## src/rtl/mem_arb_pkg.sv

```systemverilog
// Shared types and limits for the instruction/data memory arbiter.
package mem_arb_pkg;

    typedef enum logic {
        IDLE = 1'b0,
        BUSY = 1'b1
    } arb_state_t;

    typedef enum logic {
        REQ_I = 1'b0,
        REQ_D = 1'b1
    } req_id_t;

    localparam int unsigned MEM_LAT_MAX = 7;

endpackage

```

## src/rtl/rr_arb2.sv

```systemverilog
// Combinational two-way round-robin picker; bit 0 is fetch, bit 1 is data.
module rr_arb2 (
    input  logic [1:0] req,
    input  logic       last,
    output logic [1:0] gnt
);

    // last = 1 means data won the previous grant, so fetch wins a tie
    always_comb begin
        gnt = 2'b00;
        case (req)
            2'b01:   gnt = 2'b01;
            2'b10:   gnt = 2'b10;
            2'b11:   gnt = last ? 2'b01 : 2'b10;
            default: gnt = 2'b00;
        endcase
    end

endmodule

```

## src/rtl/mem_arbiter.sv

```systemverilog
// Round-robin arbiter sharing one fixed-latency memory between fetch and data ports,
// with a single outstanding transaction and re-arbitration in the response cycle.
module mem_arbiter
    import mem_arb_pkg::*;
#(
    parameter int unsigned ADDR_W  = 32,
    parameter int unsigned DATA_W  = 32,
    parameter int unsigned MEM_LAT = 1
) (
    input  logic                clk,
    input  logic                reset,

    input  logic                i_req,
    input  logic [ADDR_W-1:0]   i_addr,
    output logic                i_gnt,
    output logic                i_rvalid,
    output logic [DATA_W-1:0]   i_rdata,

    input  logic                d_req,
    input  logic                d_we,
    input  logic [DATA_W/8-1:0] d_be,
    input  logic [ADDR_W-1:0]   d_addr,
    input  logic [DATA_W-1:0]   d_wdata,
    output logic                d_gnt,
    output logic                d_rvalid,
    output logic [DATA_W-1:0]   d_rdata,

    output logic                m_en,
    output logic                m_we,
    output logic [DATA_W/8-1:0] m_be,
    output logic [ADDR_W-1:0]   m_addr,
    output logic [DATA_W-1:0]   m_wdata,
    input  logic [DATA_W-1:0]   m_rdata
);

    localparam int unsigned CNT_W = $clog2(MEM_LAT + 1);

    if (MEM_LAT == 0 || MEM_LAT > MEM_LAT_MAX) begin : g_lat_check
        $fatal(1, "mem_arbiter: MEM_LAT=%0d outside 1..%0d", MEM_LAT, MEM_LAT_MAX);
    end

    if (DATA_W == 0 || (DATA_W % 8) != 0) begin : g_width_check
        $fatal(1, "mem_arbiter: DATA_W=%0d is not a multiple of 8", DATA_W);
    end

    arb_state_t        state_q, state_d;
    logic [CNT_W-1:0]  cnt_q, cnt_d;
    logic              last_d_q, last_d_d;
    req_id_t           owner_q, owner_d;

    logic              resp;
    logic              can_grant;
    logic [1:0]        req_vec;
    logic [1:0]        pick;
    logic              gnt_i;
    logic              gnt_d;

    assign resp      = (state_q == BUSY) && (cnt_q == CNT_W'(1));
    // Reset gating keeps grants off while reset is held, even with requests present
    assign can_grant = reset && ((state_q == IDLE) || resp);
    assign req_vec   = {d_req, i_req};

    rr_arb2 u_rr_arb2 (
        .req  (req_vec),
        .last (last_d_q),
        .gnt  (pick)
    );

    assign gnt_i = can_grant && pick[0];
    assign gnt_d = can_grant && pick[1];

    always_comb begin
        state_d  = state_q;
        cnt_d    = cnt_q;
        last_d_d = last_d_q;
        owner_d  = owner_q;
        if (gnt_i || gnt_d) begin
            state_d  = BUSY;
            cnt_d    = CNT_W'(MEM_LAT);
            last_d_d = gnt_d;
            owner_d  = gnt_d ? REQ_D : REQ_I;
        end else if (state_q == BUSY) begin
            if (resp) begin
                state_d = IDLE;
                cnt_d   = '0;
            end else if (cnt_q != '0) begin
                cnt_d = cnt_q - CNT_W'(1);
            end
        end
    end

    always_ff @(posedge clk or negedge reset) begin
        if (!reset) begin
            state_q  <= IDLE;
            cnt_q    <= '0;
            last_d_q <= 1'b0;
            owner_q  <= REQ_I;
        end else begin
            state_q  <= state_d;
            cnt_q    <= cnt_d;
            last_d_q <= last_d_d;
            owner_q  <= owner_d;
        end
    end

    always_comb begin
        i_gnt   = gnt_i;
        d_gnt   = gnt_d;
        m_en    = gnt_i || gnt_d;
        m_we    = gnt_d && d_we;
        m_be    = '0;
        m_addr  = '0;
        m_wdata = '0;
        if (gnt_d) begin
            m_addr  = d_addr;
            m_be    = d_we ? d_be : '1;
            m_wdata = d_we ? d_wdata : '0;
        end else if (gnt_i) begin
            m_addr = i_addr;
            m_be   = '1;
        end
    end

    assign i_rvalid = resp && (owner_q == REQ_I);
    assign d_rvalid = resp && (owner_q == REQ_D);
    assign i_rdata  = m_rdata;
    assign d_rdata  = m_rdata;

    a_gnt_onehot : assert property (@(posedge clk) disable iff (!reset) !(i_gnt && d_gnt));
    a_rvalid_onehot : assert property (@(posedge clk) disable iff (!reset)
                                       !(i_rvalid && d_rvalid));

endmodule
```

## config.mk

```make
export PLATFORM = sky130hd
export DESIGN_NAME = mem_arbiter
export DESIGN_NICKNAME = d
export VERILOG_FILES = /design/src/rtl/mem_arb_pkg.sv /design/src/rtl/rr_arb2.sv /design/src/rtl/mem_arbiter.sv
export SDC_FILE = /design/constraint.sdc
export NUM_CORES = 1
export LEC_CHECK = 0
export BUFFER_PORTS_ARGS = -buffer_cell sky130_fd_sc_hd__buf_2
export CAP_MARGIN = 20
export CORE_AREA = 8 8 99 101
export CTS_CLUSTER_DIAMETER = 100
export DETAILED_ROUTE_END_ITERATION = 6
export DIE_AREA = 0 0 107 109
export GPL_TIMING_DRIVEN = 0
export PLACE_DENSITY = 0.69
export SETUP_SLACK_MARGIN = 0.2
export SYNTH_ARGS = -nofsm -noshare
export SYNTH_HDL_FRONTEND = slang
export SYNTH_SLANG_ARGS = --single-unit
```

## constraint.sdc

```tcl
create_clock -name clk -period 1.8 [get_ports clk]
set_clock_uncertainty 0.1 [all_clocks]
set_input_delay 0.36 -clock clk [delete_from_list [all_inputs] [get_ports clk]]
set_output_delay 0.36 -clock clk [all_outputs]
set_load 0.01 [all_outputs]
```

; ---- Yosys cells after proc, flatten, opt, wreduce, memory -nomap -nowiden
; Index checks and enable logic that the tools add are counted.
[word_totals]
reg_bits = 4
in_bits = 137
[classes]
n_bitwise = 2
reduce_logical = 10
n_mux = 17
add_sub_neg = 1
n_eq_ne = 3
[ops]
columns = cell, n
row1 = $mux 32, 4
row2 = $mux 4, 3
row3 = $mux 1, 8
row4 = $logic_and 1x1->1, 7
row5 = $pmux 2 s3, 1
row6 = $eq 2x2->1 const B, 2
row7 = $eq 2x1->1 const B, 1
row8 = $logic_or 1x1->1, 2
row9 = $mux 2, 1
row10 = $not 1->1, 2
row11 = $reduce_bool 2->1, 1
row12 = $sub 1x1->1 const B, 1

; ---- Longest topological paths before layout
; Gate-level depths: netlist of the first run.
[logic_depth]
word_depth = 6
ltp_mapped = 4
ltp_nobuf = 3

; ---- Cells and area by module
; From an unflattened synthesis of the first run, not the netlist that was laid out.
[unflattened]
cells_unflattened = 166
area_unflattened_um2 = 1295.0
[modules_own_cells]
columns = module, n_inst, seq_area_each_um2, cells_each, area_per_inst_um2
row1 = mem_arbiter, 1, 75.1, 163, 1276.2
row2 = rr_arb2, 1, 0.0, 3, 18.8

; ---- Worst setup path after synthesis of the first run
; OpenSTA, ideal clock, no wires.
[synth_path]
path_type = reg-to-output
startpoint = reg state_q
endpoint = out m_wdata[27]
setup_slack_ns = 0.025
stages_incl_launch_ff = 5
path_buffers = 1
arrival_time_ns = 1.315
path_cell_list = dfrtp_1 -> nor2b_2 -> a211oi_4 -> buf_2 -> and3_1
[synth_between]
elab_chain_cells = 5
word_cells_on_any_way = 6
cone_classes = 1 x mux / 1 x bitwise / 4 x reduce/logical
[synth_lines]
columns = item, line_no
row1 = "start, declared", mem_arbiter.sv:46  ; arb_state_t state_q, state_d;
row2 = "start signal, assigned", mem_arbiter.sv:99  ; state_q <= state_d;
row3 = $logic_and 1x1->1 / $not 1->1 (equally long branches), "mem_arbiter.sv:58, mem_arbiter.sv:60"
row4 = $logic_or 1x1->1 *, mem_arbiter.sv:60  ; assign can_grant = reset && ((state_q == IDLE) || resp);
row5 = $logic_and 1x1->1 *, mem_arbiter.sv:60
row6 = $logic_and 1x1->1 *, mem_arbiter.sv:70  ; assign gnt_d = can_grant && pick[1];
row7 = named net d_gnt, mem_arbiter.sv:24  ; output logic d_gnt,
row8 = $mux 32 *, mem_arbiter.sv:114  ; if (gnt_d) begin
row9 = "end, declared", mem_arbiter.sv:32  ; output logic [DATA_W-1:0] m_wdata,
; The timed path passes the listed nets; every way through them passes the cells marked *.

; ---- Final worst setup path of the first run
[layout_path]
startpoint = reg cnt_q
endpoint = out m_addr[9]
[layout_between]
elab_chain_cells = 6
word_cells_on_any_way = 7
cone_classes = 2 x mux / 5 x reduce/logical
[layout_lines]
columns = item, line_no
row1 = "start, declared", mem_arbiter.sv:47  ; logic [CNT_W-1:0] cnt_q, cnt_d;
row2 = "start signal, assigned", mem_arbiter.sv:100  ; cnt_q <= cnt_d;
row3 = $logic_and 1x1->1 *, mem_arbiter.sv:58  ; assign resp = (state_q == BUSY) && (cnt_q == CNT_W'(1));
row4 = $logic_or 1x1->1 *, mem_arbiter.sv:60
row5 = $logic_and 1x1->1 *, mem_arbiter.sv:60
row6 = $logic_and 1x1->1, mem_arbiter.sv:69  ; assign gnt_i = can_grant && pick[0];
row7 = $mux 32, mem_arbiter.sv:118  ; end else if (gnt_i) begin
row8 = $mux 32 *, mem_arbiter.sv:114
row9 = "end, declared", mem_arbiter.sv:31  ; output logic [ADDR_W-1:0] m_addr,
; Every way passes the cells marked *; elsewhere a longest branch is shown, timed or not.

==> impl_metrics.json, run 1 <==
{
  "status": "complete, but fails checks",
  "violations": "setup timing",
  "grt_pass1_vias": 2310,
  "nNetsFinal": 572,
  "clock-sinks": 3,
  "synth_area_leaders": "buf_4 39%, a22o_1 22%, and3_1 16%, dfrtp_1 5.9%, nand2b_1 2.9%",
  "setup_viol": 71,
  "fmax_mhz": 492.7,
  "cp_slowest_cell": "dfrtp_1",
  "yosysWarnings": 0,
  "clk_root_buffer_cell": "clkbuf_8",
  "antenna_found_initial": 0,
  "worstPathRequired_ns": 1.34,
  "drv_cap": 0,
  "hold_viol_final": 0,
  "avgSynthCellArea_sq_um": 7.500,
  "syn_inst": 171,
  "die_w_um": 107,
  "drc_errors": 0,
  "vias": 2212,
  "use_met2": 0.2580,
  "crit_family": "buffers and inverters",
  "grt_pass1_wl_um": 12360,
  "startpoint_type": "flip-flop",
  "hold_class": "in2reg",
  "gp_congestion": 0.7636,
  "critPathCaptureType": "primary output",
  "drive_gt1_frac": 0.8065,
  "pre_cts_ws_ns": -0.4841,
  "relSlewSlack": 0.7729,
  "layout-area-overhead-vs-synth_pct": 143.3,
  "cp_cell_sequence": "nor2b_4 -> buf_6 -> nor3_4 -> buf_8 -> clkbuf_16 -> a22o_1 -> buf_2",
  "finalMaxSlewViolations": 0,
  "core_sq_um": 8381,
  "yosys.area.top_type": "buf_4",
  "portBuffers": 242,
  "synth-seq-cells": 3,
  "die_y_um": 109,
  "ant_nets": 0,
  "use_met3": 0.03605,
  "fin_ws_ns": -0.2295,
  "nFillCells": 889,
  "power_mw": 1.677,
  "routed_wl_um": 8891,
  "via_per_inst": 4.081,
  "path_buf_inv": 4,
  "path_class": "reg2out",
  "fin_crit_ns": 2.030,
  "track_usage": 0.1311,
  "syn_area_sq_um": 1282,
  "syn_nets": 308,
  "vdd_drop_max_uv": 656.3,
  "clockBufferDepth": 2,
  "crit_fanout": 7,
  "rrSetupSlack_ns": 0.61,
  "use_met1": 0.1377,
  "worst_pin_slew_ns": 0.3371,
  "insertion_delay_ns": 0.22,
  "arrival_ns": 1.57,
  "grt_start_max_net_pins": 11,
  "htree_num_levels": 1,
  "synth.yosys.seq_area_share": 0.05854,
  "boundaryPins": 275,
  "numCtsBuffers": 3,
  "detailed_place_hpwl_um": 7574,
  "top_usage_layer": "met2",
  "antenna_cells": 0,
  "wl_per_cell_um": 16.40,
  "drt-initial-drc-count": 65,
  "cts_tree": "done",
  "synth_top_area_frac": 0.3922,
  "overflow": 0,
  "fin_crit_sh": 1.128,
  "hold_slack_ns": 0.3421,
  "synth.distinct_cells": 18,
  "cpPeakStageDelay_ns": 0.39,
  "power_leakage_nw": 2.007,
  "clk_pin_slew_ns": 0.03,
  "dieArea_sq_um": 11660,
  "rsz0062_at_grt": "true",
  "dr.pass1.iters": 4,
  "rows": 34,
  "start_util": 0.1530,
  "power_density_nw_per_um2": 537.3
}
[layout by cell type (no fill, tap or decap), types with 2 or more instances in the layout]
cell type  count
buf_8          7
and3_1        25
dfrtp_1        2
o21ai_0        3
clkbuf_8       3
a21o_1         4
buf_6         28
nand2_1        4
and3_4         8
nand2b_1       6
buf_2        222
a22o_1        32
buf_4         73
nor2_1         2
clkbuf_1       4
[Yosys cell counts, drive strengths merged]
cell type / instances
nand3: 1
and3: 33
dfrtp: 3
o21ai: 3
nor2: 2
nor2b: 2
a21o: 4
a211oi: 1
clkbuf: 6
nand2: 5
nor3: 1
a22o: 32
nand2b: 6
and2: 1
buf: 71
[where the power goes]
part | internal, mW | total, mW | switching [mW]
clock network | 0.151 | 0.198 | 0.0471
logic | 0.760 | 1.35 | 0.593
registers | 0.0958 | 0.125 | 0.0294
[timing repair]
action,CTS,global route
setup buffers,8,4
hold buffers,1,0
endpoints found under the setup margin,71,72
gates cloned,3,1
hold endpoints to repair,3,0
gates resized for setup,34,26
pin swaps,2,6
[flip-flops by register name, summed over array words and instances, names as in the netlist]
signal	cells
cnt_q	1
last_d_q	1
state_q	1
[final timing paths]
path / end / startpoint / cells after the start
max reg2reg: last_d_q / cnt_q / 5
max in group asynchronous: last_d_q / reset / 2
min in group asynchronous: state_q / reset / 2
min reg2reg: last_d_q / last_d_q / 3
max: m_addr[9] / cnt_q / 7
min: last_d_q / reset / 3
[logic make-up (layout without fill, tap and decap cells)]
family | count (synthesis) | in the layout | share of synthesized area
simple gates | 51 | 51 | 0.2439
buf+inv | 77 | 340 | 0.4283
compound gates | 40 | 40 | 0.2693
flops | 3 | 3 | 0.05854
[layout make-up]
type / count / area, sq um / area share
timing repair buffer: 259 / 1526 / 0.4892
sequential: 3 / 76.32 / 0.02446
clock buffer: 4 / 45.04 / 0.01443
tap: 108 / 135.1 / 0.04330
multi-input combinational: 91 / 710.7 / 0.2277
buffer: 77 / 626.9 / 0.2009
[per-stage QoR]
step | util | setup TNS [ns] | instance area, sq um | std cells
2_1_floorplan | - | 0 | 1333 | 171
3_3_place_gp | 0.3196 | -27.81 | 2679 | 521
3_5_place_dp | 0.3196 | -28.82 | 2679 | 521
4_1_cts | 0.3543 | -16.50 | 2969 | 537
5_1_grt | 0.3724 | -18.37 | 3120 | 542
6_report | 0.3724 | -13.92 | 3120 | 542
[routing by layer]
metal | up-vias | part of all wire
li1 | 1075 | -
met2 | 122 | 0.54
met3 | 6 | 0.098
met4 | 0 | 0.0053
met5 | - | 0
met1 | 1009 | 0.35
[worst min-delay path: stages]
cell     delay [ns]
buf_2          0.13
nand3_1        0.07
nand2_1        0.06
(Power assumes the default switching activity.)
==> run 2, diff against run 1 <==
CTS_CLUSTER_SIZE = 20   (was unset)
PLACE_DENSITY = 0.56   (was 0.69)
==> run 2 against run 1 <==
The run still ends with setup timing left. Critical endpoint is now m_wdata[27]. First-iteration DRC count up 1.5%. Largest cell class unchanged. Largest power group unchanged. Flip-flop and latch count unchanged. Hold slack worse by 0.011 ns. Highest routed layer unchanged. Global-route usage down 0.66 points. Die area unchanged. Sequential share of layout area up 0.11 points.
==> impl_metrics.json, run 2 (synthesis results as in run 1) <==
{
  "vdd_drop_max_uv": 290.5,
  "boundaryPins": 275,
  "grt_pass1_wl_um": 11880,
  "overflow": 0,
  "fin_crit_sh": 1.131,
  "wl_per_cell_um": 15.40,
  "dieArea_sq_um": 11660,
  "critPathCaptureType": "primary output",
  "numCtsBuffers": 3,
  "startpoint_type": "flip-flop",
  "grt_start_max_net_pins": 11,
  "gp_congestion": 0.7922,
  "start_util": 0.1530,
  "antenna_found_initial": 0,
  "power_density_nw_per_um2": 508.4,
  "dr.pass1.iters": 4,
  "crit_start": "state_q",
  "rows": 34,
  "drv_cap": 0,
  "grt_pass1_vias": 2373,
  "clk_pin_slew_ns": 0.03,
  "hold_viol_final": 0,
  "arrival_ns": 1.58,
  "layout_commonest_cell": "buf_2",
  "worstPathRequired_ns": 1.34,
  "rsz0062_at_grt": "true",
  "hold_class": "in2reg",
  "nNetsFinal": 569,
  "clock-sinks": 3,
  "setup_viol": 70,
  "clk_root_buffer_cell": "clkbuf_8",
  "layout-area-overhead-vs-synth_pct": 132.5,
  "drt-initial-drc-count": 66,
  "finalMaxSlewViolations": 0,
  "worst_pin_slew_ns": 0.3607,
  "htree_num_levels": 1,
  "power_mw": 1.516,
  "cts_tree": "done",
  "fin_crit_ns": 2.036,
  "detailed_place_hpwl_um": 7269,
  "antenna_cells": 0,
  "power_leakage_nw": 1.969,
  "ant_nets": 0,
  "vias": 2185,
  "fmax_mhz": 491.1,
  "mostFrequentLayoutCells": "229 x buf_2, 79 x buf_4, 32 x a22o_1",
  "die_w_um": 107,
  "top_regs": "cnt_q (1), last_d_q (1), state_q (1)",
  "drive_gt1_frac": 0.8005,
  "violations": "setup timing",
  "relSlewSlack": 0.7570,
  "pre_cts_ws_ns": -0.4603,
  "path_class": "reg2out",
  "status": "complete, but fails checks",
  "fin_ws_ns": -0.2363,
  "via_per_inst": 4.054,
  "track_usage": 0.1245,
  "die_y_um": 109,
  "reg2reg_from": "cnt_q",
  "tns_ns": -13.81,
  "core_sq_um": 8381,
  "stdcell_count": 539,
  "place_inst": 521,
  "clockBufferDepth": 2,
  "min_from": "reset",
  "routed_wl_um": 8301,
  "crit_fanout": 5,
  "insertion_delay_ns": 0.21,
  "portBuffers": 242,
  "drc_errors": 0
}
-- run 2: changes by cell type in the layout (fill, tap and decap cells not counted), sizes merged --
cell	change
buf	-5
clkbuf	+2
-- run 2: worst max-delay path, cell delays in order, from the launching register on --
cell and delay (ns):
dfrtp_1 0.37, nor2b_4 0.15, a211oi_4 0.18, buf_6 0.17
buf_6 0.11, buf_6 0.10, and3_4 0.18, buf_6 0.10
-- run 2: through the flow --
| step | util | cell area (sq um) | hold slack [ns] |
|---|---|---|---|
| after detailed placement | 0.3196 | 2679 | 0.08487 |
| after CTS | 0.3538 | 2965 | 0.3255 |
| final | 0.3558 | 2982 | 0.3314 |
| after global placement | 0.3196 | 2679 | 0.08269 |
| after floorplan | - | 1333 | -0.03559 |
| after global routing | 0.3558 | 2982 | 0.3656 |
-- run 2: metal layers --
metal	track usage	part of all wire	wire length [um]
met1	0.1382	0.38	3160
met2	0.2265	0.50	4177
met3	0.04551	0.11	937
met4	0.01809	0.0030	25
met5	0	0	0
-- run 2: final timing paths --
kind	end	slack [ns]	depth (start not counted)
worst max-delay path	m_wdata[27]	-0.24	7
worst min-delay path	last_d_q	0.33	3
worst max register to register	last_d_q	0.62	5
worst min register to register	last_d_q	0.50	2
max in group asynchronous	last_d_q	0.97	2
min in group asynchronous	cnt_q	0.46	2
-- run 2: area by class of cell --
| type | count | area (sq um) |
|---|---|---|
| fillers | 915 | 5399 |
| repair buffers | 256 | 1416 |
| multi-input cells | 91 | 703.2 |
| plain buffers | 77 | 605.6 |
| well taps | 108 | 135.1 |
| flip-flops and latches | 3 | 76.32 |
| clock buffers | 4 | 45.04 |
-- run 2: report_power, final --
part	internal, mW	total (mW)	switching, mW
clock network	0.151	0.193	0.0421
registers	0.0959	0.126	0.0304
logic	0.659	1.20	0.538
total	0.906	1.52	0.610
-- run 2: what timing repair did --
action / in CTS / in global routing
hold buffers: 1 / 0
gates cloned: 1 / 0
pin swaps: 3 / 2
endpoints found under the hold margin: 3 / 0
buffers inserted: 11 / 1
setup endpoints to repair: 71 / 72
gates resized for setup: 28 / 2
